### config.mk
export PLATFORM = sky130hd
export DESIGN_NAME = note_player
export DESIGN_NICKNAME = d
export VERILOG_FILES = /design/src/rtl/note_pkg.sv /design/src/rtl/note_player_square_wave_gen.sv /design/src/rtl/note_player.sv
export SDC_FILE = /design/constraint.sdc
export NUM_CORES = 1
export LEC_CHECK = 0
export CORE_MARGIN = 10
export CORE_UTILIZATION = 52
export CTS_BUF_LIST = sky130_fd_sc_hd__clkbuf_4
export DETAILED_ROUTE_END_ITERATION = 8
export PLACE_DENSITY = 0.72
export SYNTH_ARGS = -nofsm -noshare
export SYNTH_HDL_FRONTEND = slang
export SYNTH_SLANG_ARGS = --single-unit
### constraint.sdc
create_clock -name clk -period 3.3 [get_ports clk]
set_input_delay 0.66 -clock clk [delete_from_list [all_inputs] [get_ports clk]]
set_output_delay 0.66 -clock clk [all_outputs]
set_load 0.005 [all_outputs]
### src/rtl/note_pkg.sv
`default_nettype none
// ============================================================================
// Module      : note_pkg
// Description : Divider table, widths and FSM states shared by note player
//               and display decoder.
// Revision    : 1.0
// ============================================================================
package note_pkg;

    localparam int NOTE_DIV_W = 22;

    typedef enum logic [1:0] {
        IDLE = 2'd0,
        PLAY = 2'd1,
        GAP  = 2'd2
    } state_t;

    localparam logic [NOTE_DIV_W-1:0] NOTE_DIV_LO [1:7] = '{
        22'd191570, 22'd170648, 22'd151515, 22'd143266,
        22'd127551, 22'd113636, 22'd101215
    };

    localparam logic [NOTE_DIV_W-1:0] NOTE_DIV_HI [1:7] = '{
        22'd95420, 22'd85034, 22'd75758, 22'd71633,
        22'd63776, 22'd56818, 22'd50607
    };

    // Code 0 is a rest and maps to the silent divider in either octave.
    function automatic logic [NOTE_DIV_W-1:0] note_div_lookup(
        input logic [2:0] code,
        input logic       oct
    );
        logic [NOTE_DIV_W-1:0] div;
        div = '0;
        if (code != 3'd0) begin
            div = oct ? NOTE_DIV_HI[int'(code)] : NOTE_DIV_LO[int'(code)];
        end
        return div;
    endfunction

endpackage : note_pkg
`default_nettype wire

### src/rtl/note_player_square_wave_gen.sv
`default_nettype none
// ============================================================================
// Module      : square_wave_gen
// Description : Half-period counter toggling a square wave every div cycles.
// Revision    : 1.0
// ============================================================================
module square_wave_gen
    import note_pkg::*;
(
    input  logic                  clk,
    input  logic                  rst_n,
    input  logic                  clr,
    input  logic [NOTE_DIV_W-1:0] div,
    output logic                  wave
);

    localparam logic [NOTE_DIV_W-1:0] ONE = NOTE_DIV_W'(1);

    logic [NOTE_DIV_W-1:0] tc_q;
    logic                  wave_q;

    // A zero divider means silence: counter and output are parked at 0.
    always_ff @(posedge clk or negedge rst_n) begin
        if (!rst_n) begin
            tc_q   <= '0;
            wave_q <= 1'b0;
        end else if (clr || (div == '0)) begin
            tc_q   <= '0;
            wave_q <= 1'b0;
        end else if (tc_q == (div - ONE)) begin
            tc_q   <= '0;
            wave_q <= ~wave_q;
        end else begin
            tc_q   <= tc_q + ONE;
        end
    end

    assign wave = wave_q;

endmodule : square_wave_gen
`default_nettype wire

### src/rtl/note_player.sv
`default_nettype none
// ============================================================================
// Module      : note_player
// Description : Accepts a note request, plays it for DUR_CYCLES, then stays
//               silent for GAP_CYCLES before accepting the next one.
// Revision    : 1.0
// ============================================================================
module note_player
    import note_pkg::*;
#(
    parameter int DUR_CYCLES = 25_000_000,
    parameter int GAP_CYCLES = 2_500_000
) (
    input  logic                  clk,
    input  logic                  rst_n,
    input  logic                  note_valid,
    output logic                  note_ready,
    input  logic [2:0]            note_code,
    input  logic                  octave,
    output logic [NOTE_DIV_W-1:0] note_div,
    output logic                  audio_out,
    output logic                  busy
);

    localparam int CNT_MAX = (DUR_CYCLES > GAP_CYCLES) ? DUR_CYCLES : GAP_CYCLES;
    localparam int CNT_W   = (CNT_MAX > 1) ? $clog2(CNT_MAX) : 1;
    localparam logic [CNT_W-1:0] CNT_ONE  = CNT_W'(1);
    localparam logic [CNT_W-1:0] DUR_LAST = CNT_W'(DUR_CYCLES - 1);
    localparam logic [CNT_W-1:0] GAP_LAST = CNT_W'((GAP_CYCLES > 0) ? GAP_CYCLES - 1 : 0);

    state_t                state_q;
    logic [CNT_W-1:0]      cnt_q;
    logic [NOTE_DIV_W-1:0] note_div_q;
    logic                  accept;
    logic                  play_done;

    assign note_ready = (state_q == IDLE);
    assign busy       = (state_q != IDLE);
    assign accept     = note_valid && note_ready;
    assign play_done  = (state_q == PLAY) && (cnt_q == DUR_LAST);

    // The divider is latched at acceptance so later input changes are ignored.
    always_ff @(posedge clk or negedge rst_n) begin
        if (!rst_n) begin
            state_q    <= IDLE;
            cnt_q      <= '0;
            note_div_q <= '0;
        end else begin
            case (state_q)
                IDLE: begin
                    if (accept) begin
                        state_q    <= PLAY;
                        cnt_q      <= '0;
                        note_div_q <= note_div_lookup(note_code, octave);
                    end
                end
                PLAY: begin
                    if (cnt_q == DUR_LAST) begin
                        cnt_q      <= '0;
                        note_div_q <= '0;
                        state_q    <= (GAP_CYCLES == 0) ? IDLE : GAP;
                    end else begin
                        cnt_q <= cnt_q + CNT_ONE;
                    end
                end
                GAP: begin
                    if (cnt_q == GAP_LAST) begin
                        cnt_q   <= '0;
                        state_q <= IDLE;
                    end else begin
                        cnt_q <= cnt_q + CNT_ONE;
                    end
                end
                default: begin
                    state_q    <= IDLE;
                    cnt_q      <= '0;
                    note_div_q <= '0;
                end
            endcase
        end
    end

    assign note_div = note_div_q;

    // Clearing on both entry and exit of PLAY restarts the phase and forces
    // the wave low even when the note ends mid-period.
    square_wave_gen u_wave (
        .clk   (clk),
        .rst_n (rst_n),
        .clr   (accept || play_done),
        .div   (note_div_q),
        .wave  (audio_out)
    );

endmodule : note_player
`default_nettype wire
==> impl_results.md <==
* Status: finished, final reports clean
* Max Clk Rate at 332.7 MHz
* Share of layout cells above drive strength 1 at a little under an eighth
* Hold_ws at ~0.14 ns
* Clock Path Buffers at 2
* Total Routing Usage GR at 17.82%
* Fillers at 807
* Initial antenna violation count at 0
* Critical path arrival at roughly 3.3 ns
* Largest stage delay, worst path at 0.63 ns
* Synth Cell Area at 0.004643 mm^2
* Max-slew violation count at 0
* Router iterations before antenna repair at 5
* DR vias at 4,098
* Worst flop-to-flop path startpoint: note_div[3]$_DFFE_PN0P_
* Worst Slack Setup Final at 0.2943 ns
* Syn Inst Count at 537
* Avg Inst Size Synth at slightly below 9 um^2
* DRT antenna net count at 0
* DR vias/cell at between 6 and 7
* FF+latch count, synth at 68
* Post-DP HPWL at ~8.3 mm
* DIE WIDTH at 114.5 um
* Clock root buffer: clkbuf_4
* Final setup fails at 0
* DR DRC count at 0
* Detail Route met3 WL at around 620 um
* Worst setup startpoint: note_div[3]$_DFFE_PN0P_
* CTS clk-pin slew, worst paths at 0.13 ns
* WL met1 at between 5 and 6 mm
* Rows at 34
* Synth cell types at 62
* CP startpoint kind: flip-flop
* Placed Cells at 653
* Worst min path class: in -> async
* Die Y at 114.5 um
* Reg area at 0.001702 mm^2
* WP buf/inv at 0
* I/O pin count at 32
* Initial DRC Count at 377
* Final Cycle Share at 91.08%
* Non-Filler Instances at 669
* Routed WL at 11.55 mm
* Final core utilization at between 50% and 60%
* Average wire per standard cell at 17.26 um
* Max Clock Skew at 0.01846 ns
* GRT overflow at 0
* # nets final at 574
* Die area at between 0.01 and 0.015 mm^2
* Multi-input gate area at between 0.002 and 0.003 mm^2
* Met2 routed WL at 5.255 mm
* EDFF count, synth at 0
* Slew headroom at 43.90%
* Top delay family on crit path: simple AND/OR/NAND/NOR gates
* Layout area overhead at 10.67%
* RSZ-0062 raised after global routing: no
* Vias in the first global route at 3,781
* CTS Sinks at 68
* Total core area at 0.008721 mm^2
* Top Layer Used: met4
* Post-synth top flop: dfrtp_1
* CTS Buf Count at 9
* Leak at 2.109 nW
* Clock latency on the worst-skew pair at 0.43 ns
* Worst-margin pin slew at 0.8389 ns
* Crit path time final at 3.006 ns
* First-pass GRT wire length at 19.36 mm
* CTS tree: yes
* Crit Path Category: reg -> reg
* Syn. warnings at 0
* Most used cell, CP: or4_4
* CP max FO at 22
* GPL Wtd Cong at between 0.8 and 0.9
* Number of max-cap violations at 0
* Power density over the cells at 317.5 mW/mm^2
* Worst path cell trace: or4_4 > or4_4 > o22ai_1 > nand4_1 > a2111oi_2 > and3_4 > nor3b_1
* Peak supply drop at between 0.00015 and 0.0002 V
* Critical Path RT at 3.61 ns
* Sequential fraction of the synthesis area at 36.65%
* Ys async rst share at 100.0%
* CP endpoint kind: flip-flop
* Final Hold Fails at 0
* Setup TNS at 0 ns
* Pre-CTS setup slack at between 0.15 and 0.2 ns
* Slowest cell on crit path: or4_4
* Initial Utilization at 53.24%
* PortBufs at 27
* H-tree levels at 3
* Largest net degree at the start of global routing at 35
* # diodes at 0
==> repair_timing <==
action	4_1_cts	5_1_grt
buffers inserted	0	0
hold buffers	0	0
endpoints found under the setup margin	0	40
gates resized for setup	0	2
==> flip-flops by register name, summed over array words and instances (netlist names) <==
signal / flops
cnt_q: 25
note_div: 18
u_wave.wave: 1
state_q: 2
u_wave.tc_q: 22
==> area by class of cell <==
cell class | count | share of cell area (%)
clock inverter | 7 | 1.924
tap | 108 | 2.630
timing repair buffer | 40 | 7.061
clock buffer | 9 | 1.315
inverter | 13 | 0.9496
multi-input combinational | 424 | 53.01
sequential | 68 | 33.11
==> synthesized netlist by cell type (2+ instances only) <==
cell type   n  area (um^2)
and3_1      7        43.79
clkbuf_1   23        86.33
xnor2_1    18        157.7
and3b_1     2        17.52
ha_1       11        137.6
or3_1       6        37.54
nand2b_1    9        56.30
a211oi_1    4        30.03
o22ai_1     2        12.51
o41ai_1     3        26.28
buf_12      2        40.04
nor3_2     20        200.2
buf_2       2        10.01
dfrtp_1    68         1702
and2_1      2        12.51
nor4_1      8        50.05
a21o_1      4        30.03
a31oi_1     9        56.30
or2_2       4        25.02
nor4b_1     3        26.28
or4_1       2        15.01
nand3b_1    4        30.03
nand2_1    66        247.7
inv_1      13        48.80
mux2i_1     2        20.02
and4_1      2        17.52
buf_4       4        30.03
nor2b_1    11        68.82
a221oi_1    2        17.52
nor2_1     29        108.9
a21oi_1    17        85.08
o31ai_1    24        180.2
buf_6       2        22.52
nand3_1    20        100.1
nand4_1    17        106.4
xor2_1     24        210.2
o21ai_0    48        240.2
nor3b_1     7        52.55
nor3_1     11        55.05
or4_4       3        33.78
==> power by group <==
| part | internal, mW | leakage (nW) | switching (mW) | total (mW) |
|---|---|---|---|---|
| Sequential | 0.839 | 0.927 | 0.00831 | 0.847 |
| Combinational | 0.0503 | 1.10 | 0.0876 | 0.138 |
| Clock | 0.312 | 0.0869 | 0.334 | 0.646 |
==> cell usage in the layout (no fill, tap or decap), types with 3 or more instances in the layout <==
cell type and count:
xnor2_1 18, nor3b_1 7, nor4_1 7, xor2_1 24, nand2_1 66, o31ai_1 24
ha_1 11, clkdlybuf4s50_1 26, conb_1 4, a21o_1 4, nand2b_1 9, inv_1 13
or2_2 4, a21oi_1 17, o41ai_1 3, and3_1 7, a31oi_1 9, nor2b_1 11
nand4_1 17, nand3_1 20, a211oi_1 4, nor3_1 11, dfrtp_1 68, o21ai_0 48
or3_1 6, buf_4 13, nor4b_1 3, or4_4 3, nor3_2 20, clkbuf_4 9
nand3b_1 4, nor2_1 29
==> kinds of logic (layout without fill, tap and decap cells) <==
| kind of cell | count (synthesis) | in the layout | synth area share [%] |
|---|---|---|---|
| buffers and inverters | 48 | 69 | 5.308 |
| muxes | 2 | 2 | 0.4312 |
| DFF | 68 | 68 | 36.65 |
| xor gates and xnor gates | 42 | 42 | 7.922 |
| and+or+nand+nor | 238 | 238 | 29.24 |
| AOI/OAI and AO/OA | 127 | 127 | 17.41 |
| other | 1 | 4 | 0.08076 |
| adders and majority gates | 11 | 11 | 2.964 |
==> through the flow <==
stage | instance area (um^2) | total power [mW]
after floorplan | 4654 | 0.9478
after detailed placement | 4959 | 1.000
after global routing | 5139 | 1.688
final | 5139 | 1.632
after global placement | 4959 | 0.9963
after CTS | 5125 | 1.646
==> layer usage <==
metal,GRT usage (%),vias to the layer above
met5,0,-
met4,4.428,0
met3,4.298,19
met2,26.35,124
met1,25.40,1974
li1,-,1981
==> final timing paths <==
| check | endpoint | slack, ns | depth (start not counted) |
|---|---|---|---|
| setup / recovery | u_wave.tc_q[1]$_DFF_PN0_ | 0.29 | 7 |
| hold / removal | cnt_q[16]$_DFFE_PN0P_ | 0.14 | 1 |
| setup reg to reg | u_wave.tc_q[1]$_DFF_PN0_ | 0.29 | 7 |
| hold reg to reg | u_wave.tc_q[0]$_DFF_PN0_ | 0.54 | 1 |
| max in group asynchronous | u_wave.tc_q[19]$_DFF_PN0_ | 2.45 | 2 |
| min in group clk | u_wave.tc_q[0]$_DFF_PN0_ | 0.54 | 1 |
Power figures use the tool's default switching activity.
